`src/rtl/mem_stage_lsu.sv`:
```
// RV32I memory-access stage with MEM/WB pipeline register: issues loads/stores on a
// ready/request port, formats load data and reports misaligned/illegal/timeout exceptions.
module mem_stage_lsu #(
    parameter int TIMEOUT = 16
) (
    input  logic        CLK,
    input  logic        RST,
    input  logic        VALID_IN,
    input  logic        MEM_RD,
    input  logic        MEM_WR,
    input  logic [2:0]  FUNCT3,
    input  logic [31:0] ADDR,
    input  logic [31:0] STORE_DATA,
    input  logic        CRT_WB_IN,
    input  logic [4:0]  RD_ADDR_IN,
    input  logic        REG_WE_IN,
    output logic        STALL,
    output logic        DMEM_REQ,
    output logic        DMEM_WE,
    output logic [31:0] DMEM_ADDR,
    output logic [3:0]  DMEM_BE,
    output logic [31:0] DMEM_WDATA,
    input  logic        DMEM_READY,
    input  logic [31:0] DMEM_RDATA,
    output logic        VALID_OUT,
    output logic [31:0] DATA_M,
    output logic [31:0] DATA_E,
    output logic        CRT_WB,
    output logic [4:0]  RD_ADDR_OUT,
    output logic        REG_WE_OUT,
    output logic [1:0]  EXC_OUT
);

    localparam int CW = (TIMEOUT > 2) ? $clog2(TIMEOUT) : 1;
    localparam logic [CW-1:0] TO_LAST = CW'(TIMEOUT - 1);

    typedef enum logic {IDLE, ACCESS} state_t;

    state_t         state_reg, state_next;
    logic [CW-1:0]  cnt_reg, cnt_next;

    logic [2:0]     f3_reg;
    logic [31:0]    addr_reg;
    logic [31:0]    sdata_reg;
    logic           wr_reg;
    logic           crt_reg;
    logic [4:0]     rd_reg;
    logic           we_reg;

    logic           valid_out_reg;
    logic [31:0]    data_m_reg;
    logic [31:0]    data_e_reg;
    logic           crt_wb_reg;
    logic [4:0]     rd_out_reg;
    logic           reg_we_out_reg;
    logic [1:0]     exc_reg;

    logic           mem_op, illegal, misaligned, start;
    logic           in_access, done, timeout_hit;
    logic [7:0]     lane_bytes [4];
    logic [3:0]     sb_be;
    logic [7:0]     ld_byte;
    logic [15:0]    ld_half;
    logic [31:0]    load_fmt;

    // ------------------------------------------------------------------
    // Decode of the EX/MEM slot
    // ------------------------------------------------------------------
    assign mem_op = VALID_IN & (MEM_RD | MEM_WR);

    always_comb begin
        illegal = 1'b0;
        if (MEM_RD && MEM_WR)
            illegal = 1'b1;
        else if (MEM_RD)
            illegal = !(FUNCT3 inside {3'b000, 3'b001, 3'b010, 3'b100, 3'b101});
        else if (MEM_WR)
            illegal = !(FUNCT3 inside {3'b000, 3'b001, 3'b010});
    end

    assign misaligned = ((FUNCT3[1:0] == 2'b01) & ADDR[0]) |
                        ((FUNCT3[1:0] == 2'b10) & (ADDR[1:0] != 2'b00));

    assign start       = (state_reg == IDLE) & mem_op & !illegal & !misaligned;
    assign in_access   = (state_reg == ACCESS);
    assign done        = in_access & DMEM_READY;
    assign timeout_hit = (TIMEOUT != 0) & in_access & !DMEM_READY & (cnt_reg == TO_LAST);

    // ------------------------------------------------------------------
    // FSM: state register / next state / outputs
    // ------------------------------------------------------------------
    always_ff @(posedge CLK) begin
        if (RST) begin
            state_reg <= IDLE;
            cnt_reg   <= '0;
        end else begin
            state_reg <= state_next;
            cnt_reg   <= cnt_next;
        end
    end

    always_comb begin
        state_next = state_reg;
        cnt_next   = '0;
        case (state_reg)
            IDLE:   if (start) state_next = ACCESS;
            ACCESS: begin
                if (done || timeout_hit)
                    state_next = IDLE;
                else
                    cnt_next = cnt_reg + CW'(1);
            end
            default: state_next = IDLE;
        endcase
    end

    // Byte-lane helpers shared by store enables and load extraction
    for (genvar gi = 0; gi < 4; gi++) begin : g_lane
        assign lane_bytes[gi] = DMEM_RDATA[8*gi +: 8];
        assign sb_be[gi]      = (addr_reg[1:0] == 2'(gi));
    end

    always_comb begin
        STALL      = 1'b0;
        DMEM_REQ   = 1'b0;
        DMEM_WE    = 1'b0;
        DMEM_ADDR  = {addr_reg[31:2], 2'b00};
        DMEM_BE    = 4'b1111;
        DMEM_WDATA = sdata_reg;
        if (!RST) begin
            STALL    = start | (in_access & !DMEM_READY & !timeout_hit);
            DMEM_REQ = in_access;
            DMEM_WE  = in_access & wr_reg;
        end
        if (wr_reg) begin
            case (f3_reg[1:0])
                2'b00: begin
                    DMEM_BE    = sb_be;
                    DMEM_WDATA = {4{sdata_reg[7:0]}};
                end
                2'b01: begin
                    DMEM_BE    = addr_reg[1] ? 4'b1100 : 4'b0011;
                    DMEM_WDATA = {2{sdata_reg[15:0]}};
                end
                default: begin
                    DMEM_BE    = 4'b1111;
                    DMEM_WDATA = sdata_reg;
                end
            endcase
        end
    end

    // ------------------------------------------------------------------
    // Load data formatting
    // ------------------------------------------------------------------
    assign ld_byte = lane_bytes[addr_reg[1:0]];
    assign ld_half = addr_reg[1] ? DMEM_RDATA[31:16] : DMEM_RDATA[15:0];

    always_comb begin
        case (f3_reg)
            3'b000:  load_fmt = {{24{ld_byte[7]}}, ld_byte};
            3'b001:  load_fmt = {{16{ld_half[15]}}, ld_half};
            3'b100:  load_fmt = {24'd0, ld_byte};
            3'b101:  load_fmt = {16'd0, ld_half};
            default: load_fmt = DMEM_RDATA;
        endcase
    end

    // ------------------------------------------------------------------
    // Capture registers for the outstanding access
    // ------------------------------------------------------------------
    always_ff @(posedge CLK) begin
        if (RST) begin
            f3_reg    <= '0;
            addr_reg  <= '0;
            sdata_reg <= '0;
            wr_reg    <= 1'b0;
            crt_reg   <= 1'b0;
            rd_reg    <= '0;
            we_reg    <= 1'b0;
        end else if (start) begin
            f3_reg    <= FUNCT3;
            addr_reg  <= ADDR;
            sdata_reg <= STORE_DATA;
            wr_reg    <= MEM_WR;
            crt_reg   <= CRT_WB_IN;
            rd_reg    <= RD_ADDR_IN;
            we_reg    <= REG_WE_IN;
        end
    end

    // ------------------------------------------------------------------
    // MEM/WB pipeline register
    // ------------------------------------------------------------------
    always_ff @(posedge CLK) begin
        if (RST) begin
            valid_out_reg  <= 1'b0;
            data_m_reg     <= '0;
            data_e_reg     <= '0;
            crt_wb_reg     <= 1'b0;
            rd_out_reg     <= '0;
            reg_we_out_reg <= 1'b0;
            exc_reg        <= 2'b00;
        end else if (in_access) begin
            if (done || timeout_hit) begin
                valid_out_reg  <= 1'b1;
                data_e_reg     <= addr_reg;
                crt_wb_reg     <= crt_reg;
                rd_out_reg     <= rd_reg;
                reg_we_out_reg <= done & we_reg & !wr_reg;
                exc_reg        <= done ? 2'b00 : 2'b10;
                if (done && !wr_reg)
                    data_m_reg <= load_fmt;
            end else begin
                valid_out_reg  <= 1'b0;
                reg_we_out_reg <= 1'b0;
                exc_reg        <= 2'b00;
            end
        end else if (start) begin
            valid_out_reg  <= 1'b0;
            reg_we_out_reg <= 1'b0;
            exc_reg        <= 2'b00;
        end else begin
            // Plain ALU result, bubble, or a faulting memory op retiring immediately
            data_e_reg <= ADDR;
            crt_wb_reg <= CRT_WB_IN;
            rd_out_reg <= RD_ADDR_IN;
            if (mem_op) begin
                valid_out_reg  <= 1'b1;
                reg_we_out_reg <= 1'b0;
                exc_reg        <= illegal ? 2'b11 : 2'b01;
            end else begin
                valid_out_reg  <= VALID_IN;
                reg_we_out_reg <= REG_WE_IN & VALID_IN;
                exc_reg        <= 2'b00;
            end
        end
    end

    assign VALID_OUT   = valid_out_reg;
    assign DATA_M      = data_m_reg;
    assign DATA_E      = data_e_reg;
    assign CRT_WB      = crt_wb_reg;
    assign RD_ADDR_OUT = rd_out_reg;
    assign REG_WE_OUT  = reg_we_out_reg;
    assign EXC_OUT     = exc_reg;

endmodule

```
`config.mk`:
```
export PLATFORM = sky130hd
export DESIGN_NAME = mem_stage_lsu
export DESIGN_NICKNAME = d
export VERILOG_FILES = /design/src/rtl/mem_stage_lsu.sv
export SDC_FILE = /design/constraint.sdc
export NUM_CORES = 1
export LEC_CHECK = 0
export ABC_CLOCK_PERIOD_IN_PS = 1700
export BUFFER_PORTS_ARGS = -buffer_cell sky130_fd_sc_hd__buf_2
export CAP_MARGIN = 0
export CORE_MARGIN = 2
export CORE_UTILIZATION = 40
export DETAILED_ROUTE_END_ITERATION = 8
export GPL_ROUTABILITY_DRIVEN = 0
export PLACE_DENSITY = 0.71
export SLEW_MARGIN = 20
export SYNTH_ARGS = -nofsm -noshare
export SYNTH_HDL_FRONTEND = slang
export SYNTH_SLANG_ARGS = --single-unit
```
`constraint.sdc`:
```
create_clock -name CLK -period 1.7 [get_ports CLK]
set_input_delay 0.34 -clock CLK [delete_from_list [all_inputs] [get_ports CLK]]
set_output_delay 0.34 -clock CLK [all_outputs]
set_load 0.01 [all_outputs]
```
==> flow_metrics.tcl <==
set metrics [dict create \
    grt_usage 0.241 \
    stdcell_count 1443 \
    path_class "reg2out" \
    power_switching_w 0.00286 \
    cts_hold_buf 0 \
    antenna_found_initial 6 \
    ios 257 \
    cts_buffer_depth 2 \
    fmax_ghz 0.475 \
    worst_path_max_delay_cell "a2111o_2" \
    fp.dieH_um 142 \
    maxCapViolCount 0 \
    fin_hold_ws_ns 0.139 \
    nets 1304 \
    required_ns 1.36 \
    syn_to_final_growth_pct 43.1 \
    yosysWarnings 0 \
    synth_flop_cell "dfxtp_1" \
    rsz0062_at_grt "yes" \
    drc 0 \
    portBuffers 254 \
    post-route-period-util 1.24 \
    cts-root-buf "clkbuf_16" \
    dpl_cell_area_um2 9200 \
    crit_fanout 2 \
    final_cell_area_um2 11000 \
    ys_seq_area_frac 0.402 \
    synth-seq-cells 154 \
    fin_skew_ns 0.00539 \
    p_comb_frac 0.216 \
    cellPowerDensity_nw_per_um2 890 \
    swShare 0.292 \
    post-route-util 0.585 \
    grt_overflow_total 0 \
    cts_tree "done" \
    dpl.hpwl_um 16800 \
    cellLeakagePower_nw 4.48 \
    layout_common_cells "buf_2, dfxtp_1, a21oi_1" \
    drt_wl_total_um 26700 \
    maxSlewViolCount 0 \
    dpl.cell_count 1370 \
    detail_route.vias_per_cell 5.62 \
    first_global_vias 7201 \
    num-fill-cells 1633 \
    synthArstFlopShare 0 \
    die_area_um2 20300 \
    synth_edf_count 0 \
    hold_viol_final 0 \
    avgSynthCellArea_um2 8.00 \
    final_common_cell "buf_2" \
    cp_data_arrival_time_ns 1.77 \
    cts_buffers 17 \
    startpoint_type "flip-flop" \
    setup_viol 42 \
    drt-wirelength-per-cell_um 18.5 \
    clock_latency_ns 0.42 \
    cts.sinks 154 \
    outcome "finished, violations left" \
    max_stage_delay_ns 0.47 \
    cts_max_level 4 \
    ir_drop_uv 746 \
    hold_class "in2reg" \
    fin_crit_ns 2.11 \
    drt-pass1-iter-count 5 \
    setup_slack_ns -0.405 \
    core_um2 18800 \
    detail_route.iter0.violations 638 \
    p_clk_frac 0.378 \
    drive_above_1_share 0.393 \
    power.total_w 0.00976 \
    die_width_um 142 \
    ant_nets 0 \
    p_int_w 0.00691 \
    clkTransAtPathRegs_ns 0.06 \
    synth_cell_types 42 \
    failed_checks "negative setup slack" \
    end_kind "output port" \
    via_count 8113 \
    grt_max_degree 53 \
    seq_power_share 0.406 \
    grt_pass1_wl_um 38900 \
    synth_cells 959 \
    netlist_area_um2 7670 \
    initial_core_util 0.409 \
    placementRows 50 \
    path_cells "nand2b_4, a2111o_2, o21ai_4, nor2b_4, buf_6" \
]
## per-layer routing
| metal | vias up | wire length, µm | track usage |
|---|---|---|---|
| met5 | - | 13 | 0 |
| met4 | 2 | 920 | 0.106 |
| met3 | 64 | 1920 | 0.0542 |
| met2 | 346 | 12800 | 0.382 |
| met1 | 3841 | 11100 | 0.315 |
| li1 | 3860 | - | - |
## metrics by stage
| step | TNS, ns | setup WS (ns) |
|---|---|---|
| 2_1_floorplan | -0.267 | -0.110 |
| 3_3_place_gp | -21.37 | -0.246 |
| 3_5_place_dp | -24.19 | -0.343 |
| 4_1_cts | -5.95 | -0.408 |
| 5_1_grt | -10.11 | -0.458 |
| 6_report | -5.03 | -0.405 |
## critical path, delay by kind of cell, from the launching register on
family / cells / cell delay, ns
compound gates: 2 / 0.62
buf+inv: 1 / 0.11
flops: 1 / 0.32
simple gates: 2 / 0.29
## worst paths after layout
path	end	startpoint	depth (start not counted)	slack [ns]
min	cnt_reg[2]$_SDFF_PP0_	DMEM_READY	2	0.14
max	STALL	in_access$_SDFF_PP0_	5	-0.41
min reg2reg	DATA_E[9]$_SDFFE_PP0P_	DATA_E[9]$_SDFFE_PP0P_	2	0.45
max reg2reg	CRT_WB$_SDFFE_PP0P_	in_access$_SDFF_PP0_	10	-0.05
## logic make-up (layout without fill, tap and decap cells)
logic type | Yosys count | count (layout) | share of synthesized area
compound gates | 359 | 359 | 0.274
simple gates | 199 | 199 | 0.123
buf+inv | 178 | 422 | 0.110
flops | 154 | 154 | 0.402
mux | 64 | 64 | 0.0860
xor+xnor | 3 | 3 | 0.00343
fa+ha+maj | 1 | 1 | 0.00163
other cells | 1 | 7 | 0.000489
## Yosys cell counts, types with 2 or more instances
master,count,area share
buf_4,40,0.039
a22o_1,8,0.0091
xor2_1,2,0.0023
nand2b_1,4,0.0033
nor2b_1,5,0.0041
buf_1,3,0.0015
a2bb2oi_1,7,0.0080
nand2_1,53,0.026
mux2_2,15,0.022
a211oi_1,72,0.070
o21ai_0,127,0.083
inv_1,41,0.020
dfxtp_1,154,0.40
nor3_1,4,0.0026
buf_2,22,0.014
a31oi_1,2,0.0016
mux2i_1,49,0.064
a21oi_1,129,0.084
a22oi_1,7,0.0069
nor4bb_1,7,0.0091
nand3_1,78,0.051
nor2_1,40,0.020
clkbuf_1,71,0.035
## power by group through the flow
stage | logic (W) | registers [W] | clock network, W
finish | 0.00210 | 0.00396 | 0.00369
global route | 0.00226 | 0.00399 | 0.00392
CTS | 0.00188 | 0.00395 | 0.00374
detailed placement | 0.00172 | 0.00402 | 0
global placement | 0.00170 | 0.00402 | 0
floorplan | 0.000975 | 0.00406 | 0
## timing repair
action,CTS,global route
resized for setup,83,197
pin swaps,6,43
buffers inserted,13,14
gates cloned,5,7
endpoints found under the setup margin,71,166
## layout make-up
cell class / count / area, µm² / share of cell area
repair buffers: 348 / 2680 / 0.244
flip-flops and latches: 154 / 3100 / 0.282
clock buffers: 22 / 474 / 0.0432
multi-input cells: 628 / 4160 / 0.379
well taps: 234 / 293 / 0.0267
inverters: 42 / 164 / 0.0149
diodes: 5 / 12.5 / 0.00114
clock inverters: 10 / 92.6 / 0.00844
Note: power is estimated with default switching activity, not from simulation.
